**config.mk**
```make
export PLATFORM = sky130hd
export DESIGN_NAME = seven_seg_scan_driver
export DESIGN_NICKNAME = d
export VERILOG_FILES = /design/src/rtl/seven_seg_pkg.sv /design/src/rtl/seven_seg_glyph.sv /design/src/rtl/seven_seg_scan_driver.sv
export SDC_FILE = /design/constraint.sdc
export NUM_CORES = 1
export LEC_CHECK = 0
export ABC_AREA = 1
export CAP_MARGIN = 0
export CELL_PAD_IN_SITES_DETAIL_PLACEMENT = 2
export CELL_PAD_IN_SITES_GLOBAL_PLACEMENT = 2
export CORE_ASPECT_RATIO = 0.9
export CORE_MARGIN = 5
export CORE_UTILIZATION = 31
export CTS_BUF_LIST = sky130_fd_sc_hd__clkbuf_8 sky130_fd_sc_hd__clkbuf_16
export DETAILED_ROUTE_END_ITERATION = 6
export PLACE_DENSITY = 0.72
export SLEW_MARGIN = 20
export SYNTH_ARGS = -nofsm -noshare
export SYNTH_HDL_FRONTEND = slang
export SYNTH_SLANG_ARGS = --single-unit
```
**constraint.sdc**
```tcl
create_clock -name clk -period 2.13 [get_ports clk]
set_input_delay 0.213 -clock clk [delete_from_list [all_inputs] [get_ports clk]]
set_output_delay 0.213 -clock clk [all_outputs]
set_load 0.01 [all_outputs]
```
**src/rtl/seven_seg_pkg.sv**
```systemverilog
// Shared constants for the seven-segment scan driver:
// glyph table, segment bit positions and all-on/all-off helpers.
package seven_seg_pkg;

    localparam int SEG_A  = 0;
    localparam int SEG_B  = 1;
    localparam int SEG_C  = 2;
    localparam int SEG_D  = 3;
    localparam int SEG_E  = 4;
    localparam int SEG_F  = 5;
    localparam int SEG_G  = 6;
    localparam int SEG_DP = 7;

    // Active-high {g,f,e,d,c,b,a}, entry 0 at the right.
    localparam logic [15:0][6:0] GLYPH_TABLE = {
        7'h71, 7'h79, 7'h5E, 7'h39,
        7'h7C, 7'h77, 7'h6F, 7'h7F,
        7'h07, 7'h7D, 7'h6D, 7'h66,
        7'h4F, 7'h5B, 7'h06, 7'h3F
    };

    function automatic logic [7:0] seg_all_off(input bit active_low);
        return active_low ? 8'hFF : 8'h00;
    endfunction

    function automatic logic [7:0] seg_all_on(input bit active_low);
        return active_low ? 8'h00 : 8'hFF;
    endfunction

endpackage

```
**src/rtl/seven_seg_glyph.sv**
```systemverilog
// Hex nibble to active-high seven-segment pattern lookup.
// Bit order of the result is {g,f,e,d,c,b,a}.
module seven_seg_glyph
    import seven_seg_pkg::*;
(
    input  logic [3:0] nibble,
    output logic [6:0] glyph
);

    assign glyph = GLYPH_TABLE[nibble];

endmodule

```
**src/rtl/seven_seg_scan_driver.sv**
```systemverilog
// Time-multiplexed N-digit seven-segment scan driver with
// frame-synchronous update, blank guard and leading-zero blanking.
module seven_seg_scan_driver
    import seven_seg_pkg::*;
#(
    parameter int NUM_DIGITS     = 4,
    parameter int CLK_DIV        = 50000,
    parameter int BLANK_CYCLES   = 500,
    parameter bit SEG_ACTIVE_LOW = 1'b1,
    parameter bit DIG_ACTIVE_LOW = 1'b1
) (
    input  logic                    clk,
    input  logic                    rst_n,
    input  logic [4*NUM_DIGITS-1:0] data_in,
    input  logic [NUM_DIGITS-1:0]   dp_in,
    input  logic [NUM_DIGITS-1:0]   digit_en,
    input  logic                    load,
    input  logic                    lz_blank,
    output logic [7:0]              seg_out,
    output logic [NUM_DIGITS-1:0]   dig_sel,
    output logic                    frame_done
);

    localparam int DW    = 4 * NUM_DIGITS;
    localparam int CNT_W = $clog2(CLK_DIV);
    localparam int IDX_W = (NUM_DIGITS > 1) ? $clog2(NUM_DIGITS) : 1;

    localparam logic [CNT_W-1:0] CNT_LAST = CNT_W'(CLK_DIV - 1);
    localparam logic [IDX_W-1:0] IDX_LAST = IDX_W'(NUM_DIGITS - 1);

    localparam logic [NUM_DIGITS-1:0] DIG_OFF =
        DIG_ACTIVE_LOW ? {NUM_DIGITS{1'b1}} : {NUM_DIGITS{1'b0}};

    logic [CNT_W-1:0]      cnt;
    logic [IDX_W-1:0]      idx;

    logic [DW-1:0]         pend_data;
    logic [NUM_DIGITS-1:0] pend_dp;
    logic [NUM_DIGITS-1:0] pend_en;
    logic                  pend_valid;

    logic [DW-1:0]         disp_data;
    logic [NUM_DIGITS-1:0] disp_dp;
    logic [NUM_DIGITS-1:0] disp_en;
    logic                  lz_shadow;

    logic                  slot_end;
    logic                  frame_end;
    logic                  guard;

    logic [3:0]            sel_nibble;
    logic                  sel_dp;
    logic                  sel_blank;
    logic [NUM_DIGITS-1:0] blank;
    logic [NUM_DIGITS-1:0] dig_on;
    logic [6:0]            glyph;
    logic [7:0]            seg_lit;

    assign slot_end  = (cnt == CNT_LAST);
    assign frame_end = slot_end && (idx == IDX_LAST);

    if (BLANK_CYCLES > 0) begin : g_guard
        assign guard = (cnt < CNT_W'(BLANK_CYCLES));
    end else begin : g_no_guard
        assign guard = 1'b0;
    end

    always_ff @(posedge clk or negedge rst_n) begin
        if (!rst_n) begin
            cnt <= '0;
            idx <= '0;
        end else if (slot_end) begin
            cnt <= '0;
            idx <= (idx == IDX_LAST) ? '0 : idx + 1'b1;
        end else begin
            cnt <= cnt + 1'b1;
        end
    end

    // Display enables come out of reset set so a cleared display reads "0".
    always_ff @(posedge clk or negedge rst_n) begin
        if (!rst_n) begin
            pend_data  <= '0;
            pend_dp    <= '0;
            pend_en    <= '0;
            pend_valid <= 1'b0;
            disp_data  <= '0;
            disp_dp    <= '0;
            disp_en    <= '1;
            lz_shadow  <= 1'b0;
        end else if (frame_end) begin
            pend_valid <= 1'b0;
            if (load) begin
                disp_data <= data_in;
                disp_dp   <= dp_in;
                disp_en   <= digit_en;
                lz_shadow <= lz_blank;
            end else if (pend_valid) begin
                disp_data <= pend_data;
                disp_dp   <= pend_dp;
                disp_en   <= pend_en;
                lz_shadow <= lz_blank;
            end
        end else if (load) begin
            pend_data  <= data_in;
            pend_dp    <= dp_in;
            pend_en    <= digit_en;
            pend_valid <= 1'b1;
        end
    end

    // Walk from the top digit down so each digit knows if all above are zero.
    always_comb begin
        logic upper_zero;
        upper_zero = 1'b1;
        blank      = '0;
        for (int k = NUM_DIGITS - 1; k >= 0; k--) begin
            upper_zero = upper_zero && (disp_data[4*k +: 4] == 4'h0);
            blank[k]   = !disp_en[k] || (lz_shadow && upper_zero && (k != 0));
        end
    end

    always_comb begin
        sel_nibble = 4'h0;
        sel_dp     = 1'b0;
        sel_blank  = 1'b1;
        dig_on     = '0;
        for (int k = 0; k < NUM_DIGITS; k++) begin
            if (idx == IDX_W'(k)) begin
                sel_nibble = disp_data[4*k +: 4];
                sel_dp     = disp_dp[k];
                sel_blank  = blank[k];
                dig_on[k]  = 1'b1;
            end
        end
    end

    seven_seg_glyph u_glyph (
        .nibble (sel_nibble),
        .glyph  (glyph)
    );

    always_comb begin
        seg_lit = '0;
        if (!sel_blank) begin
            seg_lit[SEG_G:SEG_A] = glyph;
            seg_lit[SEG_DP]      = sel_dp;
        end
    end

    always_ff @(posedge clk or negedge rst_n) begin
        if (!rst_n) begin
            seg_out    <= seg_all_off(SEG_ACTIVE_LOW);
            dig_sel    <= DIG_OFF;
            frame_done <= 1'b0;
        end else begin
            frame_done <= frame_end;
            if (guard) begin
                seg_out <= seg_all_off(SEG_ACTIVE_LOW);
                dig_sel <= DIG_OFF;
            end else begin
                seg_out <= SEG_ACTIVE_LOW ? ~seg_lit : seg_lit;
                dig_sel <= DIG_ACTIVE_LOW ? ~dig_on : dig_on;
            end
        end
    end

endmodule

```
==> flow_summary_export.csv, run 1 <==
group,metric,value,unit
sta,clock.fmax,505,MHz
status,outcome,"completed",
synth,synth-xor-area-share,1.23,%
critical_path,worstPathRequired,2.40,ns
clock_tree,clock_latency,0.35,ns
die,rows,40,
clock_tree,cts-root-buf,"clkbuf_16",
synth,synth-compound-area-share,4.73,%
power,p_int,2.50,mW
synth,ys_seq_elements,81,
placement,gp_congestion,0.828,
global_routing,grt_antenna_before_repair,0,
final_layout,num_antenna_cells,0,
synth,yosys.area.top_type,"dfrtp_1",
synth,yosysMostFrequentCell,"nand2_1",
sta,hold_viol,0,
critical_path,worstPathMaxFanout,5,
power,vdd_ir_drop_max,0.461,mV
power,swShare,23.5,%
die,die_h,121,um
die,core,13400,sq um
sta,layout_setup_ws,0.151,ns
placement,pre_cts_slack,-0.0620,ns
power,p_total,3.27,mW
sta,fin_crit,1.98,ns
power,pwr-share-clk,44.3,%
synth,synth.net_count,554,
synth,synth_warnings,0,
global_routing,grt_first_pass_wirelength,21100,um
route,drt_iter0_drc,138,
route,via_per_inst,4.86,
final_layout,layout-drive-gt1-share,18.5,%
hold_path,hp-class,"in -> async",
clock_tree,cts_sinks,81,
power,seq_power_share,48.9,%
clock_tree,h-tree-depth,3,
sta,skew,0.0132,ns
synth,synth_cells,515,
route,routed_wl,12100,um
synth,synthArstFlopShare,100,%
clock_tree,cts_buffers,9,
power,power_density,621,nW/um^2
synth,netlist_top_cells_area,"dfrtp_1, nand2_1, dfstp_2",
synth,synth.distinct_cells,33,
sta,post-route-period-util,92.9,%
route,wl_per_cell,16.3,um
placement,numPortBuffers,40,
sta,max_slew_margin,64.0,%
synth,syn_area,4260,sq um
synth,seq_area_frac_synth,48.1,%
critical_path,critPathKind,"reg -> reg",
sta,setup_viol,0,
placement,dp_hpwl,8890,um
synth,synth_top_family_by_area,"simple AND/OR/NAND/NOR gates",
synth,synth_top_flop_cell,"dfrtp_1",
route,drc,0,
route,dr.pass1.iters,4,
clock_tree,cts_tree,"yes",
critical_path,arrival,2.25,ns
route,via_count,3593,
synth,synth_top_area_share,38.2,%
synth,muxShareOfSynthArea,6.35,%
synth,netlist_top_cells_count,"nand2_1, nand3_1, dfrtp_1, inv_1, nor2_1",
sta,worst_slew_pin_slew,0.541,ns
final_layout,nets,606,
synth,syn_area_per_cell,8.27,sq um
synth,synth_fa_ha_area_share,3.23,%
power,total_leakage_power,2.54,nW
sta,whs,0.279,ns
power,combPwrFrac,6.8,%
route,postRouteAntennaNets,0,
final_layout,area_delta_synth_final,23.7,%
synth,synth-edff-count,0,
clock_tree,cts_buffer_depth,2,
critical_path,start_kind,"flop",
die,start_util,31.7,%
clock_tree,clkTransAtPathRegs,0.06,ns
sta,drv_slew,0,
global_routing,grt_pass1_vias,4163,
die,dieArea,16200,sq um
die,io-pin-count,41,
global_routing,gr-usage-all-layers,16.3,%
job,drv_cap,0,
critical_path,crit_path_end_kind,"flop",
synth,synth-simple-area-share,29.9,%
die,dieWidth,134,um
power,p_sw,0.768,mW
global_routing,grt_max_degree,40,
global_routing,grt-ovfl-total,0,
[per-stage QoR]
stage / utilization [%] / setup TNS (ns) / instances / cell area, sq um
final: 39.3 / 0 / 740 / 5270
after global placement: 36.4 / 0 / 718 / 4880
after floorplan: - / 0 / 515 / 4260
after detailed placement: 36.4 / -0.132 / 718 / 4880
after global routing: 39.3 / -0.0310 / 740 / 5270
after CTS: 38.8 / 0 / 736 / 5200
[per-layer routing]
| metal | wire length (um) | vias up | GRT usage (%) |
|---|---|---|---|
| li1 | - | 1768 | - |
| met1 | 5650 | 1773 | 20.6 |
| met2 | 5950 | 42 | 28.2 |
| met3 | 307 | 10 | 3.90 |
| met4 | 150 | 0 | 4.24 |
| met5 | 0 | - | 0 |
[registers in the layout, summed over array words and instances, names as in the netlist]
name / cells
lz_shadow: 1
pend_data: 16
disp_dp: 4
pend_en: 4
seg_out: 8
pend_dp: 4
frame_done: 1
cnt: 16
dig_sel: 4
disp_data: 16
disp_en: 4
pend_valid: 1
idx: 2
[timing repair]
item                       CTS  global route
pin swaps                    0             5
buffers inserted             1             4
gates resized for setup      7            13
hold endpoints to repair    17             0
setup endpoints to repair    7             7
hold buffers                 1             0
[critical path, cell delays in order, from the launching register on]
cell and delay, ns:
dfrtp_1 0.40, buf_4 0.15, ha_4 0.17, inv_1 0.09, nand3_1 0.08, nand2_1 0.07
nand2_1 0.05, nand2_1 0.07, nand2_2 0.10, ha_1 0.26, inv_1 0.09, nand2_1 0.07
nand3_1 0.09, nand2_1 0.05, nor2_1 0.10, nand2_1 0.06
[cell usage in the layout, fill, tap and decap left out, drive strengths merged, types with 11 or more instances in the layout]
cell | Yosys | layout
nand2 | 168 | 168
nand3 | 69 | 69
dfrtp | 65 | 65
inv | 42 | 43
clkdlybuf4s50 | 0 | 38
nor2 | 37 | 37
mux2 | 24 | 24
a21oi | 22 | 22
buf | 17 | 22
dfstp | 16 | 16
o21ai | 14 | 14
ha | 11 | 11
[final timing paths]
check,from,end,slack [ns],cells after the start
max in group asynchronous,rst_n,seg_out[1],1.16,3
worst max register to register,idx[0],seg_out[0],0.15,15
worst min register to register,cnt[0],cnt[0],0.46,1
min in group clk,load,pend_dp[1],0.29,3
worst min-delay path,rst_n,pend_data[2],0.28,2
worst max-delay path,idx[0],seg_out[0],0.15,15
[logic make-up (layout without fill, tap and decap cells)]
family | after synthesis | in the layout
flops | 81 | 81
compound gates | 39 | 39
simple gates | 292 | 292
xor+xnor | 6 | 6
buf+inv | 62 | 119
fa+ha+maj | 11 | 11
mux | 24 | 24
[cell type report]
| type | count | area (sq um) |
|---|---|---|
| sequential | 81 | 2050 |
| inverter | 42 | 160 |
| tap | 168 | 210 |
| fill | 1542 | 8150 |
| timing repair buffer | 61 | 578 |
| clock buffer | 10 | 239 |
| clock inverter | 6 | 35.0 |
| multi-input combinational | 372 | 1990 |
[power by group through the flow]
stage | logic (mW) | clock network (mW) | registers [mW]
after floorplan | 0.104 | 0 | 1.62
after global placement | 0.217 | 0 | 1.62
after detailed placement | 0.225 | 0 | 1.63
after CTS | 0.230 | 1.51 | 1.60
after global routing | 0.251 | 1.58 | 1.60
final | 0.221 | 1.45 | 1.60
(Power assumes the default switching activity.)
==> run 2: changes to the inputs <==
--- a/config.mk
+++ b/config.mk
@@ -11,10 +11,10 @@
 export CELL_PAD_IN_SITES_GLOBAL_PLACEMENT = 2
 export CORE_ASPECT_RATIO = 0.9
 export CORE_MARGIN = 5
-export CORE_UTILIZATION = 31
+export CORE_UTILIZATION = 37
 export CTS_BUF_LIST = sky130_fd_sc_hd__clkbuf_8 sky130_fd_sc_hd__clkbuf_16
 export DETAILED_ROUTE_END_ITERATION = 6
-export PLACE_DENSITY = 0.72
+export PLACE_DENSITY = 0.81
 export SLEW_MARGIN = 20
 export SYNTH_ARGS = -nofsm -noshare
 export SYNTH_HDL_FRONTEND = slang
==> constraint.sdc (replaced) <==
create_clock -name clk -period 2.5 [get_ports clk]
set_input_delay 0.25 -clock clk [delete_from_list [all_inputs] [get_ports clk]]
set_output_delay 0.25 -clock clk [all_outputs]
set_load 0.01 [all_outputs]
==> flow_summary_export.csv, run 2 (synthesis results as in run 1) <==
group,metric,value,unit
status,outcome,"completed",
route,drc,0,
critical_path,start_kind,"flop",
sta,worst_slew_pin_slew,0.679,ns
global_routing,grt_pass1_vias,4274,
critical_path,crit_path_end_kind,"flop",
critical_path,arrival,2.47,ns
critical_path,worstPathBufferInverterCount,3,
clock_tree,cts_setup_buffers,0,
critical_path,critPathKind,"reg -> reg",
placement,dp_hpwl,8740,um
global_routing,grt_max_degree,51,
critical_path,crit_end,"seg_out[6]",
sta,tns,0,ns
sta,post-route-period-util,87.6,%
critical_path,crit_chain,"inv_1 > ha_1 > nand3_1 > nand2_1 > nand2_1 > nand2_1 > nand2_1 > inv_1 > ha_1 > inv_1 > nand2_1 > nand2_1 > a21oi_1 > nor2_1 > nand2_1",
die,dieArea,13800,sq um
critical_path,worstPathRequired,2.78,ns
die,start_util,37.5,%
final_layout,final_common_cell,"nand2_1",
sta,fin_crit,2.19,ns
critical_path,path_depth,15,
global_routing,gr-usage-all-layers,20.0,%
power,total_leakage_power,2.51,nW
critical_path,critPathLaunch,"idx[1]",
global_routing,grt-ovfl-total,0,
die,dieWidth,123,um
global_routing,grt_antenna_before_repair,0,
placement,gp_congestion,0.876,
route,dr.pass1.iters,4,
clock_tree,cts_sinks,81,
critical_path,timing.rr.start,"idx[1]",
die,die_h,112,um
clock_tree,cts_buffers,9,
global_routing,grt_first_pass_wirelength,21900,um
route,drt_iter0_drc,162,
sta,max_slew_margin,54.8,%
critical_path,r2r-end,"seg_out[6]",
final_layout,multi_input_area,1950,sq um
power,power_density,591,nW/um^2
die,io-pin-count,41,
route,routed_wl,12400,um
clock_tree,h-tree-depth,3,
route,via_count,3620,
route,postRouteAntennaNets,0,
route,wl_per_cell,17.4,um
power,p_total,3.05,mW
sta,skew,0.00565,ns
clock_tree,cts_tree,"yes",
sta,whs,0.433,ns
route,via_per_inst,5.06,
clock_tree,clkTransAtPathRegs,0.06,ns
critical_path,reg2reg_slack,0.31,ns
final_layout,final_cell_mix,"nand2_1, nand3_1, dfrtp_1",
power,vdd_ir_drop_max,0.503,mV
sta,grt_setup_unrepaired,"false",
die,rows,37,
placement,numPortBuffers,40,
critical_path,cp_top_family,"simple AND/OR/NAND/NOR gates",
critical_path,r2r_cells,15,
clock_tree,cts_buffer_depth,2,
sta,clock.fmax,457,MHz
critical_path,cp_common_cell,"nand2_1",
hold_path,hp-class,"in -> reg",
final_layout,num_antenna_cells,0,
sta,hold_viol,0,
final_layout,top_regs,"cnt x16, disp_data x16, pend_data x16",
sta,setup_viol,0,
critical_path,max_stage_delay,0.41,ns
final_layout,layout-drive-gt1-share,14.6,%
final_layout,nets,594,
critical_path,slowest_stage,"dfrtp_1",
die,core,11300,sq um
critical_path,worstPathMaxFanout,7,
job,drv_cap,0,
clock_tree,cts-root-buf,"clkbuf_16",
final_layout,seqCellArea,2050,sq um
clock_tree,clock_latency,0.34,ns
final_layout,area_delta_synth_final,21.2,%
sta,drv_slew,0,
final_layout,fillers,1258,
==> run 2: cell count changes in the layout (fill, tap and decap cells not counted), moves of 3 or more <==
cell / change
inv_2: -3
bufinv_16: +3
inv_1: +4
buf_4: -11
a21oi_1: +3
a21oi_2: -3
==> run 2: worst register-to-register path: stages, from the launching register on <==
cell and delay [ns]:
dfrtp_1 0.41, inv_1 0.16, ha_1 0.34, nand3_1 0.11, nand2_1 0.08, nand2_1 0.05, nand2_1 0.06, nand2_1 0.12
inv_1 0.15, ha_1 0.17, inv_1 0.05, nand2_1 0.09, nand2_1 0.08, a21oi_1 0.15, nor2_1 0.06, nand2_1 0.07
==> run 2: worst min-delay path by stage <==
| stage | start | endpoint | slack, ns | cells after the start |
|---|---|---|---|---|
| 2_1_floorplan | rst_n | cnt[0] | -0.05 | 0 |
| 3_3_place_gp | rst_n | pend_data[0] | 0.34 | 1 |
| 3_5_place_dp | rst_n | pend_data[0] | 0.33 | 1 |
| 4_1_cts | load | pend_en[3] | 0.42 | 4 |
| 5_1_grt | load | pend_data[7] | 0.45 | 4 |
| 6_report | load | pend_en[3] | 0.43 | 4 |
==> run 2: layer usage <==
layer / track usage, % / vias up / wire, um
met4: 6.13 / 0 / 226
li1: - / 1738 / -
met3: 4.27 / 18 / 375
met2: 35.4 / 49 / 6470
met5: 0 / - / 0
met1: 24.2 / 1815 / 5360
==> run 2: final cells by class <==
class | instances | share of cell area (%)
well taps | 156 | 3.78
repair buffers | 49 | 9.21
clock buffers | 9 | 4.36
inverters | 42 | 3.05
clock inverters | 7 | 2.13
multi-input cells | 372 | 37.8
flip-flops and latches | 81 | 39.7
==> run 2: metrics by stage <==
step                area, sq um  cells  utilization [%]  setup slack, ns
global placement           4800    699             42.3            0.361
floorplan                  4260    515                -            0.489
detailed placement         4800    699             42.3            0.177
global route               5160    716             45.5           0.0170
CTS                        5140    716             45.4            0.147
finish                     5160    716             45.5            0.311
==> run 2: timing repair <==
action	4_1_cts	5_1_grt
hold endpoints to repair	47	0
hold buffers	1	0
endpoints found under the setup margin	0	7
gates resized for setup	0	4
==> run 2: power by group <==
part           internal (mW)  switching (mW)  total, mW
combinational         0.0931          0.0933      0.186
sequential              1.35          0.0186       1.37
clock                  0.967           0.534       1.50
